`src/rtl/mem_arbiter.sv`:
```
// Single-port RAM arbiter between instruction fetch and data access.
// Data wins by default; a starvation counter forces a fetch grant after STARVE_LIMIT data grants.
module mem_arbiter #(
  parameter int WORD_W       = 32,
  parameter int STARVE_LIMIT = 4
) (
  input  logic              CLK,
  input  logic              nRST,
  input  logic              iREN,
  input  logic [WORD_W-1:0] iaddr,
  output logic              iwait,
  output logic [WORD_W-1:0] iload,
  input  logic              dREN,
  input  logic              dWEN,
  input  logic [WORD_W-1:0] daddr,
  input  logic [WORD_W-1:0] dstore,
  output logic              dwait,
  output logic [WORD_W-1:0] dload,
  output logic              ramREN,
  output logic              ramWEN,
  output logic [WORD_W-1:0] ramaddr,
  output logic [WORD_W-1:0] ramstore,
  input  logic [WORD_W-1:0] ramload,
  input  logic [1:0]        ramstate,
  output logic              merr
);

  typedef enum logic [1:0] {IDLE, DGRANT, IGRANT} state_t;
  typedef enum logic [1:0] {FREE = 2'd0, BUSY = 2'd1, ACCESS = 2'd2, ERROR = 2'd3} ramstate_t;

  typedef struct packed {
    logic              ren;
    logic              wen;
    logic [WORD_W-1:0] addr;
    logic [WORD_W-1:0] store;
  } ram_req_t;

  localparam logic [3:0] LIMIT = 4'(STARVE_LIMIT);

  state_t    state, next_state;
  logic [3:0] count, next_count;
  logic      merr_q, next_merr;
  ram_req_t  req;
  ramstate_t rs;
  logic      d_req;
  logic      i_starved;

  assign rs        = ramstate_t'(ramstate);
  assign d_req     = dREN | dWEN;
  assign i_starved = iREN && (count == LIMIT);

  always_ff @(posedge CLK) begin
    if (nRST) begin
      state  <= IDLE;
      count  <= '0;
      merr_q <= 1'b0;
    end else begin
      state  <= next_state;
      count  <= next_count;
      merr_q <= next_merr;
    end
  end

  always_comb begin
    next_state = state;
    next_count = count;
    next_merr  = 1'b0;
    req        = '0;
    iwait      = iREN;
    dwait      = d_req;
    iload      = '0;
    dload      = '0;
    unique case (state)
      IDLE: begin
        // Count only grants that made a pending fetch wait.
        if (d_req && !i_starved) begin
          next_state = DGRANT;
          next_count = iREN ? count + 4'd1 : 4'd0;
        end else if (iREN) begin
          next_state = IGRANT;
          next_count = '0;
        end else begin
          next_count = '0;
        end
      end
      DGRANT: begin
        req.addr  = daddr;
        req.store = dstore;
        if (!d_req) begin
          next_state = IDLE;
        end else begin
          req.wen = dWEN;
          req.ren = dREN & ~dWEN;
          if (rs == ACCESS) begin
            dwait      = 1'b0;
            if (!dWEN) dload = ramload;
            next_state = IDLE;
          end else if (rs == ERROR) begin
            dwait      = 1'b0;
            next_merr  = 1'b1;
            next_state = IDLE;
          end
        end
      end
      IGRANT: begin
        req.addr = iaddr;
        if (!iREN) begin
          next_state = IDLE;
        end else begin
          req.ren = 1'b1;
          if (rs == ACCESS) begin
            iwait      = 1'b0;
            iload      = ramload;
            next_state = IDLE;
          end else if (rs == ERROR) begin
            iwait      = 1'b0;
            next_merr  = 1'b1;
            next_state = IDLE;
          end
        end
      end
      default: next_state = IDLE;
    endcase
  end

  assign ramREN   = req.ren;
  assign ramWEN   = req.wen;
  assign ramaddr  = req.addr;
  assign ramstore = req.store;
  assign merr     = merr_q;

endmodule

```
`config.mk`:
```
export PLATFORM = sky130hd
export DESIGN_NAME = mem_arbiter
export DESIGN_NICKNAME = d
export VERILOG_FILES = /design/src/rtl/mem_arbiter.sv
export SDC_FILE = /design/constraint.sdc
export NUM_CORES = 1
export LEC_CHECK = 0
export CAP_MARGIN = 20
export CORE_ASPECT_RATIO = 0.5
export CORE_MARGIN = 1
export CORE_UTILIZATION = 20
export CTS_BUF_LIST = sky130_fd_sc_hd__clkbuf_8 sky130_fd_sc_hd__clkbuf_16
export CTS_CLUSTER_SIZE = 12
export DETAILED_ROUTE_END_ITERATION = 6
export GPL_ROUTABILITY_DRIVEN = 0
export PLACE_DENSITY = 0.77
export SYNTH_ARGS = -nofsm -noshare
export SYNTH_HDL_FRONTEND = slang
export SYNTH_SLANG_ARGS = --single-unit
export TNS_END_PERCENT = 20
```
`constraint.sdc`:
```
create_clock -name CLK -period 1.5 [get_ports CLK]
set_input_delay 0.3 -clock CLK [delete_from_list [all_inputs] [get_ports CLK]]
set_output_delay 0.3 -clock CLK [all_outputs]
set_load 0.01 [all_outputs]
```
==> flow_summary.ini, run 1 <==
[outcome]
status = finished, violations left
failed_checks = negative setup slack

[worst_setup_path]
critical_path.most_common_cell = buf_6
slowest_delay_ps = 360
path_cells = inv_4 -> ha_4 -> nand3b_1 -> nor2_4 -> buf_6 -> buf_12 -> and2_4 -> buf_6
reg2regPathDepth = 9
critical_path_class = reg2out
critPathRequiredTime_ps = 1200
rrSetupSlack_ps = -60
crit_family = simple AND/OR/NAND/NOR gates
cp_max_fo = 8
crit_path_start_kind = register
crit_buf_inv = 4
worst_setup_path_end_kind = primary output
r2r-start = state[1]$_SDFFE_PP0P_
cp_slowest_cell = dfxtp_4
worstReg2RegEnd = state[1]$_SDFFE_PP0P_
arrival_ps = 1620

[logic_synthesis]
synth_cell_types = 30
ys_ff_latch = 7
synthesis.nets = 382
yosysSeqAreaShare_pct = 8.68
ys_warn_count = 0
avgSynthCellArea_um2 = 6.70
syn_area_um2 = 1620
netlist_instances = 241

[place]
portBuffers = 267
place_hpwl_mm = 7.47
pre_cts_ws_ps = -787

[drt]
route.detailed.drc = 0
vias = 2781
wl_per_cell_um = 15.4
drt_wl_total_mm = 9.76
drt_iter0_markers = 74
ant_nets = 0
drt_pass1_iterations = 4
via_per_inst = 4.39

[clocking]
cts_root_buffer = clkbuf_16
htree_levels = 1
clk_latency_ps = 230
cts_made_buffers = 3
cts_sinks = 7
clk_pin_slew_ps = 40
clk_path_buf_depth = 2
cts_tree = done

[sta]
max_freq_mhz = 522
period_minus_slack_ps = 1920
setup_viol = 134
tightest_slew_ps = 331
finalMaxSlewViolations = 0
setup_tns_ps = -39760
worst_slack_ps = -417
hold_viol_final = 0
min_period_over_period_pct = 128
relSlewSlack_pct = 77.8
grt_setup_unrepaired = true
skew_ps = 1.71

[finish]
area_delta_synth_final_pct = 186
diodes = 0
ff_latch_area_um2 = 148
drive_gt1_share_pct = 43.6
final_nets = 667
n_fill_cell = 699
final_core_util_pct = 61.1
multiInputGateArea_um2 = 1610

[floorplan]
fp.dieArea_um2 = 8460
fp.dieW_um = 129
core_area_um2 = 7570
io_pins = 268
initial_core_util_pct = 21.3
die_height_um = 65.5
rows = 22

[global_routing]
grt_pass1_vias = 2634
grt.total_usage_pct = 21.4
grt_start_max_net_pins = 33
antenna_found_initial = 0
grt_pass1_wl_mm = 14.1
gr-total-overflow = 0

[worst_hold_path]
hold_path_end = count[3]$_SDFFE_PP0N_
min_from = count[3]$_SDFFE_PP0N_
hold_class = reg2reg
hold-path-cell-count = 2

[power]
p_per_area_nw_per_um2 = 392
irDropWorstVdd_v = 0.000322
p_leak_nw = 2.15

[flow_run]
cap_violations = 0
what timing repair did:
item                                    in CTS  in global routing
setup buffers                                7                  1
gates cloned                                 4                  0
hold buffers                                 0                  0
resized for setup                          602                 35
endpoints found under the setup margin     133                135
pin swaps                                   30                  8
metrics by stage:
stage               total power, mW  instance area [um2]  hold slack, ps  std cells
finish                         1.81                 4620             459        633
global route                   1.91                 4620             471        633
CTS                            1.77                 4520             458        633
detailed placement             1.29                 4570             451        618
global placement               1.28                 4570             445        618
floorplan                     0.554                 1620             369        241
area by class of cell:
cell class / count / share of cell area, %
timing repair buffer: 301 / 57.0
inverter: 4 / 0.433
tap: 108 / 2.92
multi-input combinational: 209 / 34.8
clock inverter: 1 / 0.0812
clock buffer: 3 / 1.62
sequential: 7 / 3.19
metal layers:
metal / vias up / GRT usage, % / share of wire (%)
met1: 1294 / 25.8 / 42
li1: 1378 / - / -
met4: 0 / 3.68 / 0.54
met2: 104 / 40.9 / 52
met3: 5 / 3.18 / 5.5
met5: - / 0 / 0
kinds of logic (layout without fill, tap and decap cells):
kind of cell             after synthesis  in the layout  share of synthesized area, %
AND/OR/NAND/NOR                      153            153                          58.1
AO/OA/AOI/OAI                         50             50                          21.8
buffers and inverters                 25            309                          6.82
flip-flops                             7              7                          8.68
adder cells (fa/ha/maj)                6              6                          4.65
where the power goes:
| group | internal (mW) | total, mW | switching (mW) |
|---|---|---|---|
| sequential | 0.195 | 0.205 | 0.0108 |
| combinational | 0.713 | 1.15 | 0.436 |
| clock | 0.348 | 0.459 | 0.111 |
cells in the mapped netlist (all sizes together):
| cell type | number | area [um2] |
|---|---|---|
| o2bb2ai | 1 | 8.76 |
| o21ai | 5 | 25.0 |
| and3 | 1 | 6.26 |
| a22oi | 32 | 240 |
| a211o | 1 | 8.76 |
| inv | 4 | 15.0 |
| nand2b | 3 | 18.8 |
| and3b | 1 | 8.76 |
| and2 | 97 | 607 |
| nand3 | 2 | 10.0 |
| dfxtp | 7 | 140 |
| nor3 | 1 | 5.00 |
| a21oi | 7 | 38.8 |
| a21boi | 2 | 15.0 |
| buf | 5 | 27.5 |
| nand2 | 5 | 18.8 |
| nor3b | 1 | 7.51 |
| nor2b | 32 | 200 |
| nand4b | 1 | 8.76 |
| nor4bb | 1 | 10.0 |
| ha | 6 | 75.1 |
| nand3b | 2 | 15.0 |
| a21o | 1 | 7.51 |
| clkbuf | 16 | 67.6 |
| nor2 | 6 | 22.5 |
| o31ai | 1 | 7.51 |
worst min-delay path: stages, from the launching register on:
cell and delay (ps):
dfxtp_1 310, nand2_1 50, a21oi_1 50
state kept, by name, summed over array words and instances (netlist names):
register  cells
merr          1
state         2
count         4
layout by cell type, fill, tap and decap left out, types with 7 or more instances in the layout:
cell type        synthesis  routed
and2_1                  97      73
and2_4                   0      24
clkdlybuf4s50_1          0     131
nor2b_1                 32      31
buf_2                    4     102
clkdlybuf4s15_2          0       7
buf_6                    0      28
a22oi_1                 32      11
buf_12                   0       8
buf_4                    1      18
a22oi_2                  0      21
worst max path at each step:
stage,depth (start not counted),slack [ps],end,startpoint
2_1_floorplan,5,-40,iwait,state[0]$_SDFFE_PP0P_
3_3_place_gp,6,-760,dload[21],ramstate[0]
3_5_place_dp,6,-790,dload[21],dWEN
4_1_cts,8,-420,dload[25],state[1]$_SDFFE_PP0P_
5_1_grt,8,-490,dload[19],state[1]$_SDFFE_PP0P_
6_report,8,-420,dload[17],state[1]$_SDFFE_PP0P_
Power figures use the tool's default switching activity.
==> run 2, diff against run 1 <==
- MAX_ROUTING_LAYER: unset -> met4
==> flow_summary.ini, run 2 (synthesis gave the netlist of run 1 again) <==
[drt]
ant_nets = 0
drt_wl_total_mm = 9.78
drt_pass1_iterations = 6
vias = 2762
wl_per_cell_um = 15.4
via_per_inst = 4.36
route.detailed.drc = 0
drt_iter0_markers = 65

[finish]
largest_reg_flops = 4
regMostFlops = count
drive_gt1_share_pct = 43.6
area_delta_synth_final_pct = 186
final_nets = 667
n_fill_cell = 699
final_cells = 633
layout_common_cells = clkdlybuf4s50_1 (131), buf_2 (102), and2_1 (73)
diodes = 0
final_common_cell = clkdlybuf4s50_1

[sta]
tightest_slew_ps = 332
min_period_over_period_pct = 128
holdWs_ps = 458
finalMaxSlewViolations = 0
hold_viol_final = 0
worst_slack_ps = -417
setup_tns_ps = -39820
grt_setup_unrepaired = true
setup_viol = 134
period_minus_slack_ps = 1920
relSlewSlack_pct = 77.7
max_freq_mhz = 522
skew_ps = 1.70

[power]
swShare_pct = 30.8
seqPwrFrac_pct = 11.3
clkPwrFrac_pct = 25.3
p_per_area_nw_per_um2 = 392
p_int_mw = 1.26
p_sw_mw = 0.559
p_leak_nw = 2.15
irDropWorstVdd_v = 0.000322
comb_power_share_pct = 63.4

[floorplan]
die_height_um = 65.5
initial_core_util_pct = 21.3
io_pins = 268
fp.dieArea_um2 = 8460
rows = 22
fp.dieW_um = 129
core_area_um2 = 7570

[clocking]
cts_made_buffers = 3
clk_path_buf_depth = 2
clk_pin_slew_ps = 40
htree_levels = 1
cts_tree = done
cts_sinks = 7
clk_latency_ps = 230
hold_buffers = 0
cts_root_buffer = clkbuf_16

[global_routing]
antenna_found_initial = 0
gr-total-overflow = 0
grt_pass1_wl_mm = 14.0
grt.total_usage_pct = 22.0
grt_start_max_net_pins = 33
grt_pass1_vias = 2636

[place]
place_hpwl_mm = 7.47
portBuffers = 267
dp_cells = 618

[outcome]
failed_checks = negative setup slack
status = finished, violations left

[worst_hold_path]
hold-path-cell-count = 2
hold_class = reg2reg

[worst_setup_path]
cp_max_fo = 8
critPathRequiredTime_ps = 1200
crit_path_start_kind = register
critical_path_class = reg2out
arrival_ps = 1620
worst_setup_path_end_kind = primary output
reg2regPathDepth = 9

[flow_run]
cap_violations = 0
-- run 2: cell counts in the layout (fill, tap and decap cells not counted) --
No cell type changed its count.
-- run 2: stage by stage --
stage                     util, %  cell area (um2)  setup WS (ps)  power, mW
after floorplan                 -             1620          -41.5      0.554
after global routing         61.1             4620           -492       1.91
final                        61.1             4620           -417       1.81
after CTS                    59.7             4520           -421       1.77
after detailed placement     60.3             4570           -787       1.29
after global placement       60.3             4570           -758       1.28
-- run 2: critical path, cell delays in order (launching register included) --
cell and delay [ps]:
dfxtp_4 360, inv_4 70, ha_4 150, nand3b_1 160, nor2_4 150, buf_6 140
buf_12 120, and2_4 140, buf_6 90
-- run 2: power by group through the flow --
stage / Sequential (mW) / Combinational [mW] / Clock (mW)
final: 0.205 / 1.15 / 0.459
after global routing: 0.206 / 1.22 / 0.478
after CTS: 0.205 / 1.09 / 0.467
after detailed placement: 0.204 / 1.08 / 0
after global placement: 0.204 / 1.07 / 0
after floorplan: 0.204 / 0.351 / 0
-- run 2: layer usage --
layer	part of all wire [%]	vias up	global-route usage, %
met2	52	101	40.9
met1	42	1278	25.8
met3	5.3	5	3.09
met5	0	-	-
met4	0.54	0	3.68
li1	-	1378	-
-- run 2: area by class of cell --
type	instances	area, um2	share of cell area, %
repair buffers	301	2630	57.0
clock inverters	1	3.75	0.0812
clock buffers	3	75.1	1.62
flip-flops and latches	7	148	3.19
well taps	108	135	2.92
inverters	4	20.0	0.433
multi-input cells	209	1610	34.8
-- run 2: path summary, 6_finish.rpt --
check	to	startpoint	slack [ps]
worst min register to register	count[3]$_SDFFE_PP0N_	count[3]$_SDFFE_PP0N_	460
worst min-delay path	count[3]$_SDFFE_PP0N_	count[3]$_SDFFE_PP0N_	460
worst max-delay path	dload[17]	state[1]$_SDFFE_PP0P_	-420
worst max register to register	state[1]$_SDFFE_PP0P_	state[1]$_SDFFE_PP0P_	-60
-- run 2: repair_timing --
| item | 4_1_cts | 5_1_grt |
|---|---|---|
| cloned | 4 | 0 |
| gates resized for setup | 602 | 35 |
| endpoints found under the setup margin | 133 | 135 |
| pin swaps | 30 | 7 |
| hold endpoints to repair | 0 | 0 |
| buffers inserted | 7 | 1 |
